**src/rtl/mem_arbiter_pkg.sv**
```systemverilog
// Shared encodings for the external memory port arbiter.
package mem_arbiter_pkg;

  typedef enum logic [1:0] {
    MA_IDLE  = 2'd0,
    MA_IF_RD = 2'd1,
    MA_LS_RD = 2'd2,
    MA_LS_WR = 2'd3
  } ma_state_e;

  typedef enum logic {
    GRANT_IF = 1'b0,
    GRANT_LS = 1'b1
  } grant_e;

  localparam logic [1:0] LEN_B = 2'd0;
  localparam logic [1:0] LEN_H = 2'd1;
  localparam logic [1:0] LEN_W = 2'd2;

  // addr[17:16] value that selects the memory-mapped IO region
  localparam logic [1:0] IO_REGION_HI = 2'b11;

  // Bytes moved per LSB request; the unused code 3 behaves as a word.
  function automatic logic [2:0] byte_count(input logic [1:0] len);
    case (len)
      LEN_B:   return 3'd1;
      LEN_H:   return 3'd2;
      LEN_W:   return 3'd4;
      default: return 3'd4;
    endcase
  endfunction

endpackage

```
**src/rtl/mem_arbiter_if.sv**
```systemverilog
// Request/response and RAM-side signals of the memory arbiter.
// slave = arbiter view, master = requesters plus RAM/UART view.
interface mem_arbiter_if;
  logic        rdy_in;
  logic        clear;

  logic        if_req;
  logic [31:0] if_addr;
  logic        if_ready;
  logic [31:0] if_data;

  logic        ls_req;
  logic        ls_we;
  logic [1:0]  ls_len;
  logic [31:0] ls_addr;
  logic [31:0] ls_wdata;
  logic        ls_ready;
  logic [31:0] ls_rdata;

  logic        busy;

  logic [7:0]  mem_din;
  logic [7:0]  mem_dout;
  logic [31:0] mem_a;
  logic        mem_wr;
  logic        io_buffer_full;

  modport slave (
    input  rdy_in, clear,
    input  if_req, if_addr,
    input  ls_req, ls_we, ls_len, ls_addr, ls_wdata,
    input  mem_din, io_buffer_full,
    output if_ready, if_data, ls_ready, ls_rdata, busy,
    output mem_dout, mem_a, mem_wr
  );

  modport master (
    output rdy_in, clear,
    output if_req, if_addr,
    output ls_req, ls_we, ls_len, ls_addr, ls_wdata,
    output mem_din, io_buffer_full,
    input  if_ready, if_data, ls_ready, ls_rdata, busy,
    input  mem_dout, mem_a, mem_wr
  );
endinterface

```
**src/rtl/mem_arbiter.sv**
```systemverilog
// Byte-wide external RAM/IO port owner: round-robin between instruction
// fetch and the load/store buffer, one byte per cycle.
//
// state     | meaning
// ----------+-----------------------------------------------------------
// MA_IDLE   | no transfer; grant decided here (accept cycle A)
// MA_IF_RD  | fetch word: issue 4 addresses, collect bytes, pulse if_ready
// MA_LS_RD  | LSB load: issue N addresses, collect bytes, pulse ls_ready
// MA_LS_WR  | LSB store: write N bytes (IO stall aware), pulse ls_ready
module mem_arbiter
  import mem_arbiter_pkg::*;
#(
  parameter logic [1:0] IO_HI_BITS = IO_REGION_HI
) (
  input  logic          clk_in,
  input  logic          rst_in,
  mem_arbiter_if.slave  bus
);

  ma_state_e   r_state;
  grant_e      r_last_grant;
  logic [2:0]  r_cnt;
  logic [2:0]  r_n;
  logic [31:0] r_mem_a;
  logic [31:0] r_prev_a;
  logic [31:0] r_buf;
  logic [31:0] r_wdata;
  logic [31:0] r_if_data;
  logic [31:0] r_ls_rdata;

  logic        w_grant_if;
  logic        w_grant_ls;
  logic        w_last;
  logic        w_stall;
  logic        w_if_ready;
  logic        w_ls_ready;
  logic [1:0]  w_cap_idx;
  logic [1:0]  w_last_idx;
  logic [31:0] w_rd_word;
  logic [31:0] w_next_a;

  // A flush in IDLE holds off new grants; on contention the side not
  // granted last time wins.
  assign w_grant_if = bus.if_req && !bus.clear &&
                      (!bus.ls_req || (r_last_grant == GRANT_LS));
  assign w_grant_ls = bus.ls_req && !bus.clear &&
                      (!bus.if_req || (r_last_grant == GRANT_IF));

  // r_cnt counts issued addresses; reaching r_n means the last byte is on mem_din.
  assign w_last     = (r_cnt == r_n);
  assign w_stall    = (r_state == MA_LS_WR) && (r_mem_a[17:16] == IO_HI_BITS) &&
                      bus.io_buffer_full;
  assign w_cap_idx  = 2'(r_cnt - 3'd1);
  assign w_last_idx = 2'(r_n - 3'd1);
  // Drop the address to 0 once the final byte is issued so nothing past the
  // request is touched (matters for side-effecting IO reads).
  assign w_next_a   = ((r_cnt + 3'd1) == r_n) ? 32'd0 : r_mem_a + 32'd1;

  // Final byte arrives in the ready cycle, so it is merged straight from mem_din.
  assign w_rd_word  = r_buf | ({24'd0, bus.mem_din} << {w_last_idx, 3'b000});

  assign w_if_ready = bus.rdy_in && (r_state == MA_IF_RD) && w_last && !bus.clear;
  assign w_ls_ready = bus.rdy_in && w_last &&
                      (((r_state == MA_LS_RD) && !bus.clear) || (r_state == MA_LS_WR));

  assign bus.if_ready = w_if_ready;
  assign bus.ls_ready = w_ls_ready;
  assign bus.if_data  = w_if_ready ? w_rd_word : r_if_data;
  assign bus.ls_rdata = (w_ls_ready && (r_state == MA_LS_RD)) ? w_rd_word : r_ls_rdata;
  assign bus.busy     = (r_state != MA_IDLE);
  assign bus.mem_dout = r_wdata[7:0];
  assign bus.mem_wr   = bus.rdy_in && (r_state == MA_LS_WR) && !w_last && !w_stall;
  // While frozen, re-present the previous address so mem_din still carries
  // the byte the capture logic expects when rdy_in returns.
  assign bus.mem_a    = bus.rdy_in ? r_mem_a : r_prev_a;

  // Arbitration FSM with byte counter, read assembly and write shifting.
  always_ff @(posedge clk_in) begin
    if (rst_in) begin
      r_state      <= MA_IDLE;
      r_last_grant <= GRANT_IF;
      r_cnt        <= 3'd0;
      r_n          <= 3'd0;
      r_mem_a      <= 32'd0;
      r_prev_a     <= 32'd0;
      r_buf        <= 32'd0;
      r_wdata      <= 32'd0;
      r_if_data    <= 32'd0;
      r_ls_rdata   <= 32'd0;
    end else if (bus.rdy_in) begin
      r_prev_a <= r_mem_a;
      unique case (r_state)
        MA_IDLE: begin
          if (w_grant_ls) begin
            r_state      <= bus.ls_we ? MA_LS_WR : MA_LS_RD;
            r_last_grant <= GRANT_LS;
            r_mem_a      <= bus.ls_addr;
            r_wdata      <= bus.ls_wdata;
            r_n          <= byte_count(bus.ls_len);
            r_cnt        <= 3'd0;
            r_buf        <= 32'd0;
          end else if (w_grant_if) begin
            r_state      <= MA_IF_RD;
            r_last_grant <= GRANT_IF;
            r_mem_a      <= bus.if_addr;
            r_n          <= 3'd4;
            r_cnt        <= 3'd0;
            r_buf        <= 32'd0;
          end
        end
        MA_IF_RD, MA_LS_RD: begin
          if (bus.clear) begin
            r_state <= MA_IDLE;
            r_mem_a <= 32'd0;
            r_cnt   <= 3'd0;
          end else if (w_last) begin
            r_state <= MA_IDLE;
            r_cnt   <= 3'd0;
            if (r_state == MA_IF_RD) r_if_data  <= w_rd_word;
            else                     r_ls_rdata <= w_rd_word;
          end else begin
            if (r_cnt != 3'd0) r_buf[{w_cap_idx, 3'b000} +: 8] <= bus.mem_din;
            r_cnt   <= r_cnt + 3'd1;
            r_mem_a <= w_next_a;
          end
        end
        MA_LS_WR: begin
          if (w_last) begin
            r_state <= MA_IDLE;
            r_cnt   <= 3'd0;
          end else if (!w_stall) begin
            r_cnt   <= r_cnt + 3'd1;
            r_mem_a <= w_next_a;
            r_wdata <= r_wdata >> 8;
          end
        end
        default: r_state <= MA_IDLE;
      endcase
    end
  end

endmodule

```
**src/flat_wrapper.sv**
```systemverilog
// flat-port wrapper written by rule: the top's interface ports become plain ports
module mem_arbiter_flat import mem_arbiter_pkg::*;
#(
  parameter logic [1:0] IO_HI_BITS = IO_REGION_HI
)
  (clk_in, rst_in, bus_rdy_in, bus_clear, bus_if_req, bus_if_addr, bus_ls_req, bus_ls_we, bus_ls_len, bus_ls_addr, bus_ls_wdata, bus_mem_din, bus_io_buffer_full, bus_if_ready, bus_if_data, bus_ls_ready, bus_ls_rdata, bus_busy, bus_mem_dout, bus_mem_a, bus_mem_wr);
  mem_arbiter_if bus_i ();
  input  logic clk_in;
  input  logic rst_in;
  input wire logic [$bits(bus_i.rdy_in)-1:0] bus_rdy_in;
  input wire logic [$bits(bus_i.clear)-1:0] bus_clear;
  input wire logic [$bits(bus_i.if_req)-1:0] bus_if_req;
  input wire logic [$bits(bus_i.if_addr)-1:0] bus_if_addr;
  input wire logic [$bits(bus_i.ls_req)-1:0] bus_ls_req;
  input wire logic [$bits(bus_i.ls_we)-1:0] bus_ls_we;
  input wire logic [$bits(bus_i.ls_len)-1:0] bus_ls_len;
  input wire logic [$bits(bus_i.ls_addr)-1:0] bus_ls_addr;
  input wire logic [$bits(bus_i.ls_wdata)-1:0] bus_ls_wdata;
  input wire logic [$bits(bus_i.mem_din)-1:0] bus_mem_din;
  input wire logic [$bits(bus_i.io_buffer_full)-1:0] bus_io_buffer_full;
  output wire logic [$bits(bus_i.if_ready)-1:0] bus_if_ready;
  output wire logic [$bits(bus_i.if_data)-1:0] bus_if_data;
  output wire logic [$bits(bus_i.ls_ready)-1:0] bus_ls_ready;
  output wire logic [$bits(bus_i.ls_rdata)-1:0] bus_ls_rdata;
  output wire logic [$bits(bus_i.busy)-1:0] bus_busy;
  output wire logic [$bits(bus_i.mem_dout)-1:0] bus_mem_dout;
  output wire logic [$bits(bus_i.mem_a)-1:0] bus_mem_a;
  output wire logic [$bits(bus_i.mem_wr)-1:0] bus_mem_wr;
  assign bus_i.rdy_in = bus_rdy_in;
  assign bus_i.clear = bus_clear;
  assign bus_i.if_req = bus_if_req;
  assign bus_i.if_addr = bus_if_addr;
  assign bus_i.ls_req = bus_ls_req;
  assign bus_i.ls_we = bus_ls_we;
  assign bus_i.ls_len = bus_ls_len;
  assign bus_i.ls_addr = bus_ls_addr;
  assign bus_i.ls_wdata = bus_ls_wdata;
  assign bus_i.mem_din = bus_mem_din;
  assign bus_i.io_buffer_full = bus_io_buffer_full;
  assign bus_if_ready = bus_i.if_ready;
  assign bus_if_data = bus_i.if_data;
  assign bus_ls_ready = bus_i.ls_ready;
  assign bus_ls_rdata = bus_i.ls_rdata;
  assign bus_busy = bus_i.busy;
  assign bus_mem_dout = bus_i.mem_dout;
  assign bus_mem_a = bus_i.mem_a;
  assign bus_mem_wr = bus_i.mem_wr;
  mem_arbiter #(.IO_HI_BITS(IO_HI_BITS)) u_core (.clk_in(clk_in), .rst_in(rst_in), .bus(bus_i));
endmodule
```
**config.mk**
```make
export PLATFORM = sky130hd
export DESIGN_NAME = mem_arbiter_flat
export DESIGN_NICKNAME = d
export VERILOG_FILES = /design/src/rtl/mem_arbiter_pkg.sv /design/src/rtl/mem_arbiter_if.sv /design/src/rtl/mem_arbiter.sv /design/src/flat_wrapper.sv
export SDC_FILE = /design/constraint.sdc
export NUM_CORES = 1
export LEC_CHECK = 0
export ABC_AREA = 1
export CORE_UTILIZATION = 40
export DETAILED_ROUTE_END_ITERATION = 8
export PLACE_DENSITY_LB_ADDON = 0.08
export SYNTH_ARGS = -nofsm -noshare
export SYNTH_HDL_FRONTEND = slang
export SYNTH_SLANG_ARGS = --single-unit
export TNS_END_PERCENT = 5
```
**constraint.sdc**
```tcl
create_clock -name clk_in -period 2.5 [get_ports clk_in]
set_input_delay 0.625 -clock clk_in [delete_from_list [all_inputs] [get_ports clk_in]]
set_output_delay 0.625 -clock clk_in [all_outputs]
set_load 0.05 [all_outputs]
```
Yosys cells after proc, flatten, opt, wreduce, memory -nomap -nowiden:

Index checks and enable logic that the tools add are counted.

* flip-flop bits (word level): 201
* input bits: 114
* logic and storage cells: 118

* $add $sub $neg: 5
* equal/unequal tests: 16
* shifts and indexed selects: 3
* mux-type cells: 40
* bitwise logic cells: 4
* reduce and logical (&&, ||, !) cells: 40

Operators with widths (number)
* 32-bit two-way mux: 18
* 32-bit one-hot mux with 2 select lines: 2
* 32-bit one-hot mux with 3 select lines: 1
* 32-bit by 1-bit adder with 32-bit output, second input constant: 1
* 32-bit bitwise mux: 1
* 32-bit OR: 1
* 8-bit by 7-bit variable shift with 32-bit output, first input constant: 1
* 8-bit by 7-bit indexed part select with 32-bit output: 1
* 8-bit by 5-bit left shift with 32-bit output: 1
* 3-bit two-way mux: 8
* 5-bit AND reduction: 4
* 1-bit logical AND: 16
* 3-bit one-hot mux with 3 select lines: 1
* 2-bit two-way mux: 4
* 2-bit inequality test, second input constant: 4
* 2-bit nonzero test: 4
* 5-bit negation with 7-bit output: 1
* 2-bit == test, second input constant: 3
* 3-bit == test: 2
* 2-bit one-hot mux with 3 select lines: 1
* 3-bit one-hot mux with 2 select lines: 1
* 3-bit AND reduction: 2
* 6-bit AND reduction: 1
* 1-bit zero test: 5
* 14 further kinds: 24

Depth between registers and ports, before layout:

* word-level depth: 8
* depth in mapped cells: 13
* gate-level depth less buffers: 13

Least setup slack after synthesis:

No wires, ideal clock.

* path type: register to output
* start point: register u_core.r_state[0]
* end point: output port bus_ls_rdata[0]
* arrival time: 3.207 ns
* required time: 1.875 ns
* slack: -1.332 ns
* cell stages (with the launch flop): 8
* cell sequence: dfxtp_1 ha_1 clkbuf_1 a21oi_1 nor3_2 nand2_2 buf_2 o21ai_0

* cells in the longest elaborated chain, start to end: 6
* elaborated cells on any way between the ends: 7

RTL lines
* start, declared: line mem_arbiter.sv:20 `ma_state_e r_state;`
* start signal, assigned: line mem_arbiter.sv:95 `r_state <= bus.ls_we ? MA_LS_WR : MA_LS_RD;`
* 2-bit == test: line mem_arbiter.sv:64 `(((r_state == MA_LS_RD) && !bus.clear) || (r_state == MA_LS_WR));`
* 1-bit logical AND: line mem_arbiter.sv:64
* 1-bit logical OR (*): line mem_arbiter.sv:64
* 1-bit logical AND (*): line mem_arbiter.sv:63 `assign w_ls_ready = bus.rdy_in && w_last &&`
* via bus_ls_ready: line flat_wrapper.sv:23 `output wire logic [$bits(bus_i.ls_ready)-1:0] bus_ls_ready;`
* 1-bit logical AND (*): line mem_arbiter.sv:69 `assign bus.ls_rdata = (w_ls_ready && (r_state == MA_LS_RD)) ? w_rd_word : r_ls_rdata;`
* 32-bit two-way mux (*): line mem_arbiter.sv:69
* end, declared: line flat_wrapper.sv:24 `output wire logic [$bits(bus_i.ls_rdata)-1:0] bus_ls_rdata;`

Mark *: on every way through the listed nets, which the timed path passes. The rest lies on a longest branch.

Worst setup path after layout:

* start point: register u_core.r_n[2]
* end point: output port bus_ls_rdata[7]

* cells in the longest elaborated chain, start to end: 5

RTL lines
* start, declared: line mem_arbiter.sv:23 `logic [2:0] r_n;`
* start signal, assigned: line mem_arbiter.sv:99 `r_n <= byte_count(bus.ls_len);`
* 3-bit == test: line mem_arbiter.sv:50 `assign w_last = (r_cnt == r_n);`
* 1-bit logical AND (2 in series): line mem_arbiter.sv:63
* 1-bit logical AND: line mem_arbiter.sv:69
* 32-bit two-way mux: line mem_arbiter.sv:69

No other way between the ends.

==> flow_summary.ini <==
[pwr]
peakVddDrop_v = 0.000398
p_int_uw = 6640
p_seq_share_pct = 37.3
power_density_mw_per_mm2 = 578
pwr-share-comb_pct = 25.7
netSwitchingFraction_pct = 31.1
leakagePower_uw = 0.00685
clkPwrFrac_pct = 37.0
power_switching_uw = 3000

[finish]
final_cell_mix = nand2_1 (451), dfxtp_1 (193), a21oi_1 (180)
fillCellCount = 2408
nets = 2125
register_area_mm2 = 0.00404
drive_gt1_share_pct = 20.1
mostFrequentLayoutCell = nand2_1
area_delta_synth_final_pct = 53.5
multi_input_area_mm2 = 0.00631

[route]
wl_per_cell_um = 15.0
num_vias = 12000
post-route-drc-count = 0
detail_route.iter0.violations = 809
antenna_left = 0
routed_wl_mm = 35.3
viasPerCell = 5.13
first_pass_iters = 6

[timing]
fin_skew_ns = 0.0185
post-route-period-util_pct = 113
worstMarginPinSlew_ns = 0.583
setup_viol_count_final = 66
slew_headroom_pct = 61.0
fmax_mhz = 356
drv_slew = 0
min_period_ns = 2.81
fin_ws_ns = -0.313
hold_viol = 0
rsz0062_at_grt = yes
hold_slack_ns = 0.448

[clocking]
cts.path.max_buffers = 3
cts_tree = built
htreeDepth = 1
cts.sinks = 201
cts-buffers-inserted = 24
insertion_delay_ns = 0.52
clk_pin_slew_ns = 0.06
root_buffer = clkbuf_16

[global_routing]
grt_pass1_vias = 11400
grt_max_degree = 120
grt_pass1_wl_mm = 57.7
grt_overflow = 0
grt_antenna_before_repair = 1
grtUsageTotal_pct = 25.1

[die]
io_pins = 222
initial_core_util_pct = 41.2
fp.dieH_um = 167
die_w_um = 167
die_area_mm2 = 0.0278
core_mm2 = 0.0264
rows = 59

[critical_path]
cp-end-kind = output pin
required_ns = 1.88
startpoint_type = register
path_cells = inv_2, nand2_2, nand2_2, nand3_4, nor3_4, nand2_4, buf_12, buf_16, o21ai_4, buf_12
crit_slowest_cell = dfxtp_2
ff2ff_path_depth = 11
r2r-start = u_core.r_state[0]
cp_slowest_stage_delay_ns = 0.33
path_class = register to output pin
crit_path_max_fanout = 7
crit_arrival_ns = 2.19
rr_endpoint = u_core.r_mem_a[27]
r2r_slack_ns = 0.27

[synthesis]
synth_area_mm2 = 0.0109
ys_types = 36
async_flop_share_pct = 0
synth_top_flop_cell = dfxtp_1
ys_warn_count = 0
syn_nets = 1863
synth.avg_cell_area_um2 = 6.25
synth_edf_count = 0
synth_cells = 1736
synth_seq_cells = 201
ys_seq_area_share_pct = 37.1

[placed_design]
gp_congestion = 0.915
dp_hpwl_mm = 24.2
portBuffers = 221
place_ws_ns = -0.434

[hold_path]
worstHoldStart = u_core.r_buf[31]
holdPathStages = 2
hold_end = u_core.r_buf[31]
hold_path.class = register to register

[run]
max_cap_viol_count = 0

[outcome]
violations = setup timing
status = finished with violations
[worst max path at each step]
stage                       endpoint  cells past startpoint  slack (ns)          start
floorplan           bus_ls_rdata[10]                      6       -0.18     bus_rdy_in
global placement     bus_ls_rdata[5]                      9       -0.36      bus_clear
detailed placement   bus_ls_rdata[3]                      9       -0.43      bus_clear
CTS                  bus_ls_rdata[2]                     10       -0.35  u_core.r_n[1]
global route         bus_ls_rdata[7]                     10       -0.41  u_core.r_n[2]
finish               bus_ls_rdata[7]                     10       -0.31  u_core.r_n[2]
[worst max-delay path, delay by kind of cell, from the launching register on]
family | cells | cell delay (ns)
buf+inv | 4 | 0.55
compound gates | 1 | 0.17
flops | 1 | 0.33
simple gates | 5 | 0.62
[cell families (layout without fill, tap and decap cells)]
group,count (synthesis),in the layout,synth area share [%]
xor+xnor,6,6,0.484
simple gates,803,803,30.2
compound gates,424,424,19.9
fa+ha+maj,13,13,1.50
buf+inv,289,568,10.8
flops,201,201,37.1
other cells,0,1,0
[power groups by stage]
| stage | clock, µW | sequential [µW] | combinational, µW |
|---|---|---|---|
| after floorplan | 0 | 3600 | 1420 |
| after global placement | 0 | 3650 | 2380 |
| after detailed placement | 0 | 3650 | 2400 |
| after CTS | 3640 | 3590 | 2450 |
| after global routing | 3780 | 3620 | 2690 |
| final | 3570 | 3590 | 2480 |
[flip-flops by register name, summed over array words and instances, names as in the netlist]
| register | count |
|---|---|
| u_core.r_prev_a | 32 |
| u_core.r_wdata | 32 |
| u_core.r_ls_rdata | 32 |
| u_core.r_buf | 32 |
| u_core.r_cnt | 3 |
| u_core.r_state | 2 |
| u_core.r_n | 3 |
| u_core.r_if_data | 32 |
| u_core.r_last_grant | 1 |
| u_core.r_mem_a | 32 |
[timing repair]
item                       4_1_cts  5_1_grt
setup endpoints to repair       99       66
cloned                           5        0
resized for setup               63       45
pin swaps                       12       12
hold buffers                     0        0
buffers inserted                 8        7
[synth_stat cells (2+ instances only)]
cell	instances	share of area, %
nand2_1	487	17
o21ai_0	220	10
dfxtp_1	201	37
a21oi_1	181	8.3
inv_1	177	6.1
nor2_1	162	5.6
nand3_1	114	5.3
clkbuf_1	62	2.1
buf_2	17	0.78
buf_4	14	0.97
ha_1	13	1.5
nand4_1	10	0.58
a31oi_1	9	0.52
nor3_1	9	0.41
buf_1	8	0.28
inv_2	6	0.21
nand2_2	6	0.35
o21bai_1	5	0.35
xor2_1	5	0.40
o22ai_1	4	0.23
or2_2	4	0.23
nor2_4	3	0.31
buf_6	2	0.21
clkinv_1	2	0.069
nor2_2	2	0.12
nor4_1	2	0.12
o21ai_1	2	0.092
[layout make-up]
type	count	area share [%]
Timing Repair Buffer	339	26.2
Inverter	186	4.31
Multi-Input combinational cell	1246	37.9
Antenna cell	1	0.0150
Tap cell	335	2.51
Sequential cell	201	24.3
Clock inverter	11	0.901
Clock buffer	32	3.97
[metrics by stage]
step / utilization (%) / cells / total power [µW] / TNS (ns) / instance area (µm²)
4_1_cts: 62.7 / 2343 / 9680 / -16.97 / 16500
2_1_floorplan: - / 1736 / 5010 / -6.67 / 11400
3_3_place_gp: 58.2 / 2287 / 6030 / -30.76 / 15300
6_report: 63.3 / 2351 / 9640 / -15.74 / 16700
3_5_place_dp: 58.2 / 2287 / 6050 / -32.63 / 15300
5_1_grt: 63.2 / 2350 / 10100 / -21.35 / 16700
[per-layer routing]
layer,GRT usage [%],routed length [µm]
met1,31.5,15200
met2,44.4,17200
met3,4.23,2190
met4,6.40,667
met5,0,0
Power figures use the tool's default switching activity.
